$ cat src/rtl/calc_sequencer.sv
// ============================================================================
// Module   : calc_sequencer
// Brief    : Instruction sequencer for the two-stack calculation datapath.
// Revision : 1.0 - initial release
// ============================================================================
`default_nettype none

module calc_sequencer #(
    parameter int DEPTH = 6,
    parameter int DW    = $clog2(DEPTH + 1)
) (
    input  logic          clk,
    input  logic          reset,
    input  logic          instr_valid,
    output logic          instr_ready,
    input  logic [1:0]    instr_kind,
    input  logic          instr_tgt,
    input  logic [1:0]    instr_op,
    input  logic [3:0]    instr_lut,
    input  logic          instr_val,
    input  logic          instr_pop,
    input  logic          err_clr,
    output logic          cycle,
    output logic [3:0]    lut,
    output logic [1:0]    op,
    output logic          val,
    output logic          do_pop,
    output logic          en_push_force,
    output logic          en_pop,
    output logic          en_push,
    output logic          en_stack_wr,
    output logic [1:0]    mux_sta,
    output logic [DW-1:0] depth_t,
    output logic [DW-1:0] depth_e,
    output logic          busy,
    output logic          done,
    output logic          err_overflow,
    output logic          err_underflow
);

    localparam logic [1:0]    C_KIND_PUSH = 2'b00;
    localparam logic [1:0]    C_KIND_LUT  = 2'b01;
    localparam logic [1:0]    C_KIND_ACC  = 2'b10;
    localparam logic [1:0]    C_KIND_END  = 2'b11;
    localparam logic [DW-1:0] C_FULL      = DW'(DEPTH);
    localparam logic [DW-1:0] C_ONE       = DW'(1);
    localparam logic [DW-1:0] C_ZERO      = '0;

    typedef enum logic [1:0] {
        S_IDLE  = 2'd0,
        S_ISSUE = 2'd1,
        S_HOLD  = 2'd2,
        S_ERR   = 2'd3
    } state_t;

    state_t          r_state;
    logic            r_tgt;
    logic            r_end;
    logic [DW-1:0]   r_next_d;

    logic [DW-1:0]   w_d;
    logic [DW-1:0]   w_next_d;
    logic            w_ovf;
    logic            w_unf;

    assign w_d = instr_tgt ? depth_t : depth_e;

    // Legality and the post-instruction depth are judged on the offered
    // instruction, so an illegal one is trapped before any strobe is raised.
    always_comb begin
        w_ovf    = 1'b0;
        w_unf    = 1'b0;
        w_next_d = w_d;
        case (instr_kind)
            C_KIND_PUSH: begin
                w_ovf    = (w_d == C_FULL);
                w_next_d = w_d + C_ONE;
            end
            C_KIND_LUT: begin
                w_unf    = (w_d == C_ZERO) || (instr_pop && (w_d == C_ONE));
                w_next_d = instr_pop ? (w_d - C_ONE) : w_d;
            end
            C_KIND_ACC: begin
                w_unf    = (w_d == C_ZERO);
                w_ovf    = !instr_pop && (w_d == C_FULL);
                w_next_d = instr_pop ? (w_d - C_ONE) : (w_d + C_ONE);
            end
            default: begin
                w_next_d = w_d;
            end
        endcase
    end

    always_ff @(posedge clk) begin
        if (!reset) begin
            r_state       <= S_IDLE;
            r_tgt         <= 1'b0;
            r_end         <= 1'b0;
            r_next_d      <= '0;
            instr_ready   <= 1'b1;
            cycle         <= 1'b0;
            lut           <= 4'd0;
            op            <= 2'd0;
            val           <= 1'b0;
            do_pop        <= 1'b0;
            en_push_force <= 1'b0;
            en_pop        <= 1'b0;
            en_push       <= 1'b0;
            en_stack_wr   <= 1'b0;
            mux_sta       <= 2'b00;
            depth_t       <= '0;
            depth_e       <= '0;
            busy          <= 1'b0;
            done          <= 1'b0;
            err_overflow  <= 1'b0;
            err_underflow <= 1'b0;
        end else begin
            // Strobes live for the ISSUE clock only; everything else holds.
            do_pop        <= 1'b0;
            en_push_force <= 1'b0;
            en_pop        <= 1'b0;
            en_push       <= 1'b0;
            en_stack_wr   <= 1'b0;
            mux_sta       <= 2'b00;
            done          <= 1'b0;

            case (r_state)
                S_IDLE: begin
                    if (instr_valid && instr_ready) begin
                        r_tgt       <= instr_tgt;
                        r_end       <= (instr_kind == C_KIND_END);
                        r_next_d    <= w_next_d;
                        instr_ready <= 1'b0;
                        busy        <= 1'b1;
                        if (w_ovf || w_unf) begin
                            r_state       <= S_ERR;
                            err_overflow  <= err_overflow | w_ovf;
                            err_underflow <= err_underflow | w_unf;
                        end else begin
                            r_state <= S_ISSUE;
                            cycle   <= instr_tgt;
                            lut     <= instr_lut;
                            op      <= instr_op;
                            val     <= instr_val;
                            case (instr_kind)
                                C_KIND_PUSH: begin
                                    en_push_force <= 1'b1;
                                    en_stack_wr   <= 1'b1;
                                    mux_sta       <= 2'b00;
                                end
                                C_KIND_LUT: begin
                                    en_stack_wr <= 1'b1;
                                    en_pop      <= 1'b1;
                                    do_pop      <= instr_pop;
                                    mux_sta     <= 2'b10;
                                end
                                C_KIND_ACC: begin
                                    en_stack_wr <= 1'b1;
                                    en_pop      <= 1'b1;
                                    en_push     <= 1'b1;
                                    do_pop      <= instr_pop;
                                    mux_sta     <= 2'b11;
                                end
                                default: begin
                                    mux_sta <= 2'b00;
                                end
                            endcase
                        end
                    end
                end
                S_ISSUE: begin
                    if (r_tgt) begin
                        depth_t <= r_next_d;
                    end else begin
                        depth_e <= r_next_d;
                    end
                    done    <= r_end;
                    r_state <= S_HOLD;
                end
                S_HOLD: begin
                    r_state     <= S_IDLE;
                    instr_ready <= 1'b1;
                    busy        <= 1'b0;
                end
                S_ERR: begin
                    if (err_clr) begin
                        r_state     <= S_IDLE;
                        instr_ready <= 1'b1;
                        busy        <= 1'b0;
                    end
                end
                default: begin
                    r_state     <= S_IDLE;
                    instr_ready <= 1'b1;
                    busy        <= 1'b0;
                end
            endcase
        end
    end

endmodule

`default_nettype wire

$ cat config.mk
export PLATFORM = sky130hd
export DESIGN_NAME = calc_sequencer
export DESIGN_NICKNAME = d
export VERILOG_FILES = /design/src/rtl/calc_sequencer.sv
export SDC_FILE = /design/constraint.sdc
export NUM_CORES = 1
export LEC_CHECK = 0
export ABC_CLOCK_PERIOD_IN_PS = 3200
export CORE_MARGIN = 3
export CORE_UTILIZATION = 45
export CTS_CLUSTER_DIAMETER = 150
export DETAILED_ROUTE_END_ITERATION = 8
export MAX_ROUTING_LAYER = met4
export PLACE_DENSITY = 0.75
export SLEW_MARGIN = 20
export SYNTH_ARGS = -nofsm -noshare
export SYNTH_HDL_FRONTEND = slang
export SYNTH_SLANG_ARGS = --single-unit
$ cat constraint.sdc
create_clock -name clk -period 3.2 [get_ports clk]
set_clock_uncertainty 0.2 [all_clocks]
set_input_delay 0.64 -clock clk [delete_from_list [all_inputs] [get_ports clk]]
set_output_delay 0.64 -clock clk [all_outputs]
set_load 0.05 [all_outputs]
==> flow_metrics.tcl, run 1 <==
set metrics [dict create \
    status "completed" \
    seq_area_frac_synth_pct 41.3 \
    grtUsageMet2_pct 34.3 \
    min_period_ns 2.70 \
    die_w_um 63.8 \
    cpPeakStageDelay_ns 0.61 \
    tritoncts "yes" \
    worstRegToRegCells 7 \
    drt_iter0_drc 69 \
    end_kind "flop" \
    drive_above_1_share_pct 7.25 \
    root_buffer "clkbuf_4" \
    dpl_cell_area_sq_mm 0.00195 \
    start_kind "input port" \
    maxCapViolCount 0 \
    cts.clk_slew.worst_paths_ns 0.08 \
    slowest_stage "clkdlybuf4s50_1" \
    row_count 20 \
    cts_made_buffers 5 \
    post-route-cell-area_sq_mm 0.00202 \
    synth_cell_types 34 \
    setup_viol 0 \
    insertion_delay_ns 0.33 \
    port_buffers 40 \
    ir_worst_vdd_v 0.000206 \
    synthesis.nets 188 \
    regArea_sq_um 621 \
    ant_nets 0 \
    timing.rr.end "do_pop$_SDFF_PP0_" \
    synthToLayoutAreaGrowth_pct 34.6 \
    fin_crit_sh_pct 84.2 \
    clockBufferDepth 2 \
    gr-max-usage-layer "met2" \
    avgSynthCellArea_sq_um 9.33 \
    p_leak_uw 0.000812 \
    grt_max_degree 30 \
    wire_per_inst_um 13.8 \
    clock_sink_count 31 \
    pwr_density_cell_mw_per_mm2 433 \
    design.die.area_sq_mm 0.00407 \
    fin_nets 233 \
    hold_path.class "reg -> reg" \
    place.gp.congestion 0.970 \
    crit_fanout 13 \
    netlist_area_sq_mm 0.00150 \
    core-area_sq_mm 0.00313 \
    drt_wl_total_mm 3.46 \
    r2r_setup_slack_ns 1.17 \
    yosys_warnings 0 \
    multiInputGateArea_sq_um 818 \
    route.detailed.drc 0 \
    critPathLaunch "instr_tgt" \
    routed_via_density 5.16 \
    antenna_found_initial 0 \
    cp_data_arrival_time_ns 2.72 \
    max_freq_mhz 371 \
    dpl.hpwl_mm 2.64 \
    hold_viol 0 \
    crit_required_ns 3.22 \
    cts_hold_buf 0 \
    ios 41 \
    tightest_slew_ns 0.968 \
    grt_util_met1_pct 20.6 \
    rsz0062_at_grt "no" \
    met3_usage_pct 4.04 \
    grt-ovfl-total 0 \
    synthCells 161 \
    slew_viol_final 0 \
    first_pass_iters 4 \
    slew_headroom_pct 35.3 \
    cp.buffers_inverters 2 \
    grt_use_total_pct 19.1 \
    cp.depth 8 \
    synth_seq_cells 31 \
    fin_setup_tns_ns 0 \
    grt_pass1_wl_mm 6.09 \
    power_uw 876 \
    h-tree-depth 2 \
    grt_pass1_vias 1367 \
    n_fill_cell 294 \
    post-cts-setup-buffers 0 \
    crit_type "in -> reg" \
    die_height_um 63.8 \
    start_util_pct 48.0 \
    crit_end "do_pop$_SDFF_PP0_" \
    routed-via-count 1295 \
    crit_chain "clkdlybuf4s50_1 > mux2i_1 > buf_4 > ha_1 > a31oi_1 > or3_4 > and3_4 > and4_1" \
    cts_resized 0 \
    antennaDiodeCount 0 \
    crit_family "simple AND/OR/NAND/NOR gates" \
    crit-reg2reg-launch "depth_t[1]$_SDFFE_PN0P_" \
]
cells in the mapped netlist (all sizes together):
library cell  instances  share of area [%]
dfxtp                31                 41
nand2                29                7.2
and4                  1               0.58
a31oi                 2               0.83
buf                   3                1.7
and3b                 1               0.58
a221o                 1               0.67
a21oi                 5                1.7
o32ai                 1               0.58
a211oi                1               0.50
o2111ai               1               0.58
nand3b                2                1.0
nand3                 4                1.3
nand2b                1               0.42
nor2                  5                1.2
o21a                  6                3.0
o21bai                1               0.50
or3                   2                1.2
a21boi                7                3.5
o32a                  1               0.67
ha                   12                 10
nor3b                 1               0.50
clkbuf                4                1.0
o21ai                 4                1.3
mux2i                13                8.7
nor2b                 7                2.9
and3                  5                2.4
o211ai                2                1.0
mux2                  1                1.0
inv                   6                1.5
o31a                  1               0.58
how the worst min path moves through the flow:
stage | to | slack, ns | cells past startpoint | from
6_report | lut[2]$_SDFFE_PN0P_ | 0.26 | 2 | lut[2]$_SDFFE_PN0P_
5_1_grt | op[1]$_SDFFE_PN0P_ | 0.30 | 2 | op[1]$_SDFFE_PN0P_
4_1_cts | lut[2]$_SDFFE_PN0P_ | 0.26 | 2 | lut[2]$_SDFFE_PN0P_
3_5_place_dp | lut[2]$_SDFFE_PN0P_ | 0.25 | 2 | lut[2]$_SDFFE_PN0P_
3_3_place_gp | op[0]$_SDFFE_PN0P_ | 0.24 | 2 | op[0]$_SDFFE_PN0P_
2_1_floorplan | r_end$_SDFFE_PN0P_ | 0.24 | 2 | r_end$_SDFFE_PN0P_
metrics by stage:
step / instances / utilization [%] / setup slack, ns / hold slack, ns
finish: 251 / 64.7 / 0.505 / 0.264
floorplan: 161 / - / 0.678 / 0.239
global route: 251 / 64.7 / 0.424 / 0.296
CTS: 251 / 64.7 / 0.511 / 0.261
detailed placement: 243 / 62.5 / 0.160 / 0.249
global placement: 243 / 62.5 / 0.229 / 0.242
cell families after synthesis:
group / after synthesis / share of synthesized area, %
AOI/OAI and AO/OA: 33 / 15.4
adders and majority gates: 12 / 9.99
buffers and inverters: 13 / 4.25
DFF: 31 / 41.3
muxes: 14 / 9.66
and+or+nand+nor: 58 / 19.4
sequential cells by signal, summed over array words and instances, names as in the netlist:
| register | count |
|---|---|
| r_state | 2 |
| do_pop | 1 |
| r_next_d | 3 |
| depth_e | 3 |
| en_push | 1 |
| en_stack_wr | 1 |
| cycle | 1 |
| busy | 1 |
| r_tgt | 1 |
| lut | 4 |
| en_push_force | 1 |
| err_overflow | 1 |
| err_underflow | 1 |
| depth_t | 3 |
| instr_ready | 1 |
| val | 1 |
| en_pop | 1 |
| op | 2 |
| done | 1 |
| r_end | 1 |
power breakdown:
part | internal (uW) | leakage, uW | switching, uW
sequential | 407 | 0.000253 | 15.7
combinational | 80.9 | 0.000521 | 117
clock | 129 | 0.0000386 | 126
total | 617 | 0.000812 | 258
per-layer routing:
layer,vias to the layer above,wire [um]
met3,7,178
li1,648,-
met1,603,1450
met5,-,0
met4,0,51
met2,37,1780
cell type report:
type | instances | share of cell area, %
inverters | 6 | 1.11
flip-flops and latches | 31 | 30.7
well taps | 44 | 2.72
multi-input cells | 117 | 40.4
repair buffers | 45 | 21.6
clock buffers | 8 | 3.40
layout by cell type (no fill, tap or decap), types with 5 or more instances in the layout:
cell              n
nor2b_1           7
mux2i_1          13
o21a_1            6
ha_1             12
nand2_1          29
a21boi_0          7
nor2_1            5
buf_4             5
clkdlybuf4s50_1  40
a21oi_1           5
clkbuf_4          5
inv_1             6
dfxtp_1          31
tightest hold or removal path: cells and delay by family (launching register included):
family | cells | cell delay [ns]
DFF | 1 | 0.32
and+or+nand+nor | 1 | 0.05
muxes | 1 | 0.05
(Power assumes the default switching activity.)
==> run 2, diff against run 1 <==
--- a/config.mk
+++ b/config.mk
@@ -5,9 +5,9 @@
 export SDC_FILE = /design/constraint.sdc
 export NUM_CORES = 1
 export LEC_CHECK = 0
-export ABC_CLOCK_PERIOD_IN_PS = 3200
+export ABC_CLOCK_PERIOD_IN_PS = 2200
 export CORE_MARGIN = 3
-export CORE_UTILIZATION = 45
+export CORE_UTILIZATION = 43
 export CTS_CLUSTER_DIAMETER = 150
 export DETAILED_ROUTE_END_ITERATION = 8
 export MAX_ROUTING_LAYER = met4
==> constraint.sdc (replaced) <==
create_clock -name clk -period 2.2 [get_ports clk]
set_clock_uncertainty 0.2 [all_clocks]
set_input_delay 0.44 -clock clk [delete_from_list [all_inputs] [get_ports clk]]
set_output_delay 0.44 -clock clk [all_outputs]
set_load 0.05 [all_outputs]
==> flow_metrics.tcl, run 2 (synthesis results as in run 1) <==
set metrics [dict create \
    status "completed" \
    crit_required_ns 1.56 \
    port_buffers 40 \
    slew_headroom_pct 65.6 \
    largest_reg_flops 4 \
    crit_type "reg -> out" \
    antennaDiodeCount 0 \
    power_uw 1230 \
    start_kind "flop" \
    mostFrequentLayoutCell "clkdlybuf4s50_1" \
    grt_use_total_pct 18.6 \
    grt_pass1_wl_mm 6.09 \
    hold_path.class "reg -> reg" \
    cts_hold_buf 0 \
    maxCapViolCount 0 \
    h-tree-depth 2 \
    regMostFlops "lut" \
    start_util_pct 46.9 \
    min_period_ns 2.15 \
    dp_slack_ns -0.620 \
    place.gp.congestion 0.946 \
    routed-via-count 1351 \
    first_pass_iters 4 \
    cp_data_arrival_time_ns 1.51 \
    row_count 20 \
    cpPeakStageDelay_ns 0.81 \
    cts_made_buffers 5 \
    multiInputGateArea_sq_um 852 \
    max_freq_mhz 466 \
    p_leak_uw 0.000923 \
    setup_ws_ns 0.0543 \
    clock_sink_count 31 \
    slowest_stage "clkdlybuf4s50_1" \
    slew_viol_final 0 \
    clockBufferDepth 2 \
    crit_fanout 3 \
    route.detailed.drc 0 \
    routed_via_density 4.97 \
    die_height_um 65.1 \
    crit_family "buffers and inverters" \
    drive_above_1_share_pct 20.6 \
    tritoncts "yes" \
    core-area_sq_mm 0.00320 \
    die_w_um 65.1 \
    root_buffer "clkbuf_4" \
    grt_max_degree 41 \
    layout_common_cells "clkdlybuf4s50_1 (36), nand2_1 (29), dfxtp_1 (27)" \
    grt_pass1_vias 1344 \
    tightest_slew_ns 0.514 \
    cts.clk_slew.worst_paths_ns 0.10 \
    dpl.hpwl_mm 2.70 \
    ir_worst_vdd_v 0.000472 \
    fin_nets 254 \
    setup_viol 0 \
    ant_nets 0 \
    hold_viol 0 \
    grt-ovfl-total 0 \
    rsz0062_at_grt "no" \
    cp.buffers_inverters 1 \
    crit_chain "clkdlybuf4s50_1" \
    fin_crit_sh_pct 97.5 \
    antenna_found_initial 0 \
    pwr_density_cell_mw_per_mm2 558 \
    n_fill_cell 260 \
    regArea_sq_um 626 \
    ios 41 \
    end_kind "primary output" \
    drt_wl_total_mm 3.58 \
    drt_iter0_drc 49 \
    insertion_delay_ns 0.31 \
    wire_per_inst_um 13.2 \
    design.die.area_sq_mm 0.00424 \
    synthToLayoutAreaGrowth_pct 46.5 \
]
==> run 2: changes by cell type in the layout (fill, tap and decap cells not counted), moves of 2 or more <==
cell / previous run / this run
dfxtp_2: 0 / 4
clkdlybuf4s50_1: 40 / 36
clkinv_2: 0 / 3
mux2i_1: 13 / 11
clkbuf_8: 2 / 0
buf_4: 5 / 25
dfxtp_1: 31 / 27
==> run 2: final cells by class <==
cell class	count	area share [%]
clock buffers	5	1.70
flip-flops and latches	31	28.4
multi-input cells	118	38.7
inverters	6	1.02
clock inverters	3	0.682
well taps	44	2.50
repair buffers	65	27.0
==> run 2: final timing paths <==
kind	slack [ns]	cells after the start	startpoint	to
max	0.05	1	depth_e[0]$_SDFFE_PN0P_	depth_e[0]
min	0.27	2	val$_SDFFE_PN0P_	val$_SDFFE_PN0P_
max reg2reg	0.24	6	depth_e[1]$_SDFFE_PN0P_	do_pop$_SDFF_PP0_
min reg2reg	0.27	2	val$_SDFFE_PN0P_	val$_SDFFE_PN0P_
==> run 2: what timing repair did <==
item | 4_1_cts | 5_1_grt
setup endpoints to repair | 19 | 14
setup buffers | 1 | 0
pin swaps | 1 | 0
gates cloned | 1 | 0
resized for setup | 3 | 5
==> run 2: stage by stage <==
step           instance area, sq um  hold WS (ns)  instances  setup TNS (ns)  utilization, %
2_1_floorplan                  1520         0.239        161               0               -
3_3_place_gp                   2130         0.242        262           -8.76            66.4
3_5_place_dp                   2130         0.255        262          -10.17            66.4
4_1_cts                        2200         0.268        272               0            68.6
5_1_grt                        2200         0.277        272               0            68.8
6_report                       2200         0.266        272               0            68.8
==> run 2: power by group <==
part,switching (uW),internal (uW)
Clock,177,119
Combinational,178,141
Sequential,21.7,593
Total,377,852
==> run 2: per-layer routing <==
layer	vias up	routed length [um]	GRT usage (%)
li1	692	-	-
met1	620	1590	22.4
met2	37	1800	31.4
met3	2	175	4.79
met4	0	13	4.15
met5	-	0	-
==> run 3, diff against run 2 <==
--- a/config.mk
+++ b/config.mk
@@ -10,6 +10,7 @@
 export CORE_UTILIZATION = 43
 export CTS_CLUSTER_DIAMETER = 150
 export DETAILED_ROUTE_END_ITERATION = 8
+export HOLD_SLACK_MARGIN = 0.05
 export MAX_ROUTING_LAYER = met4
 export PLACE_DENSITY = 0.75
 export SLEW_MARGIN = 20
==> results of run 3 <==
Same layout as run 2: the final DEF is identical, and so are final timing and power.
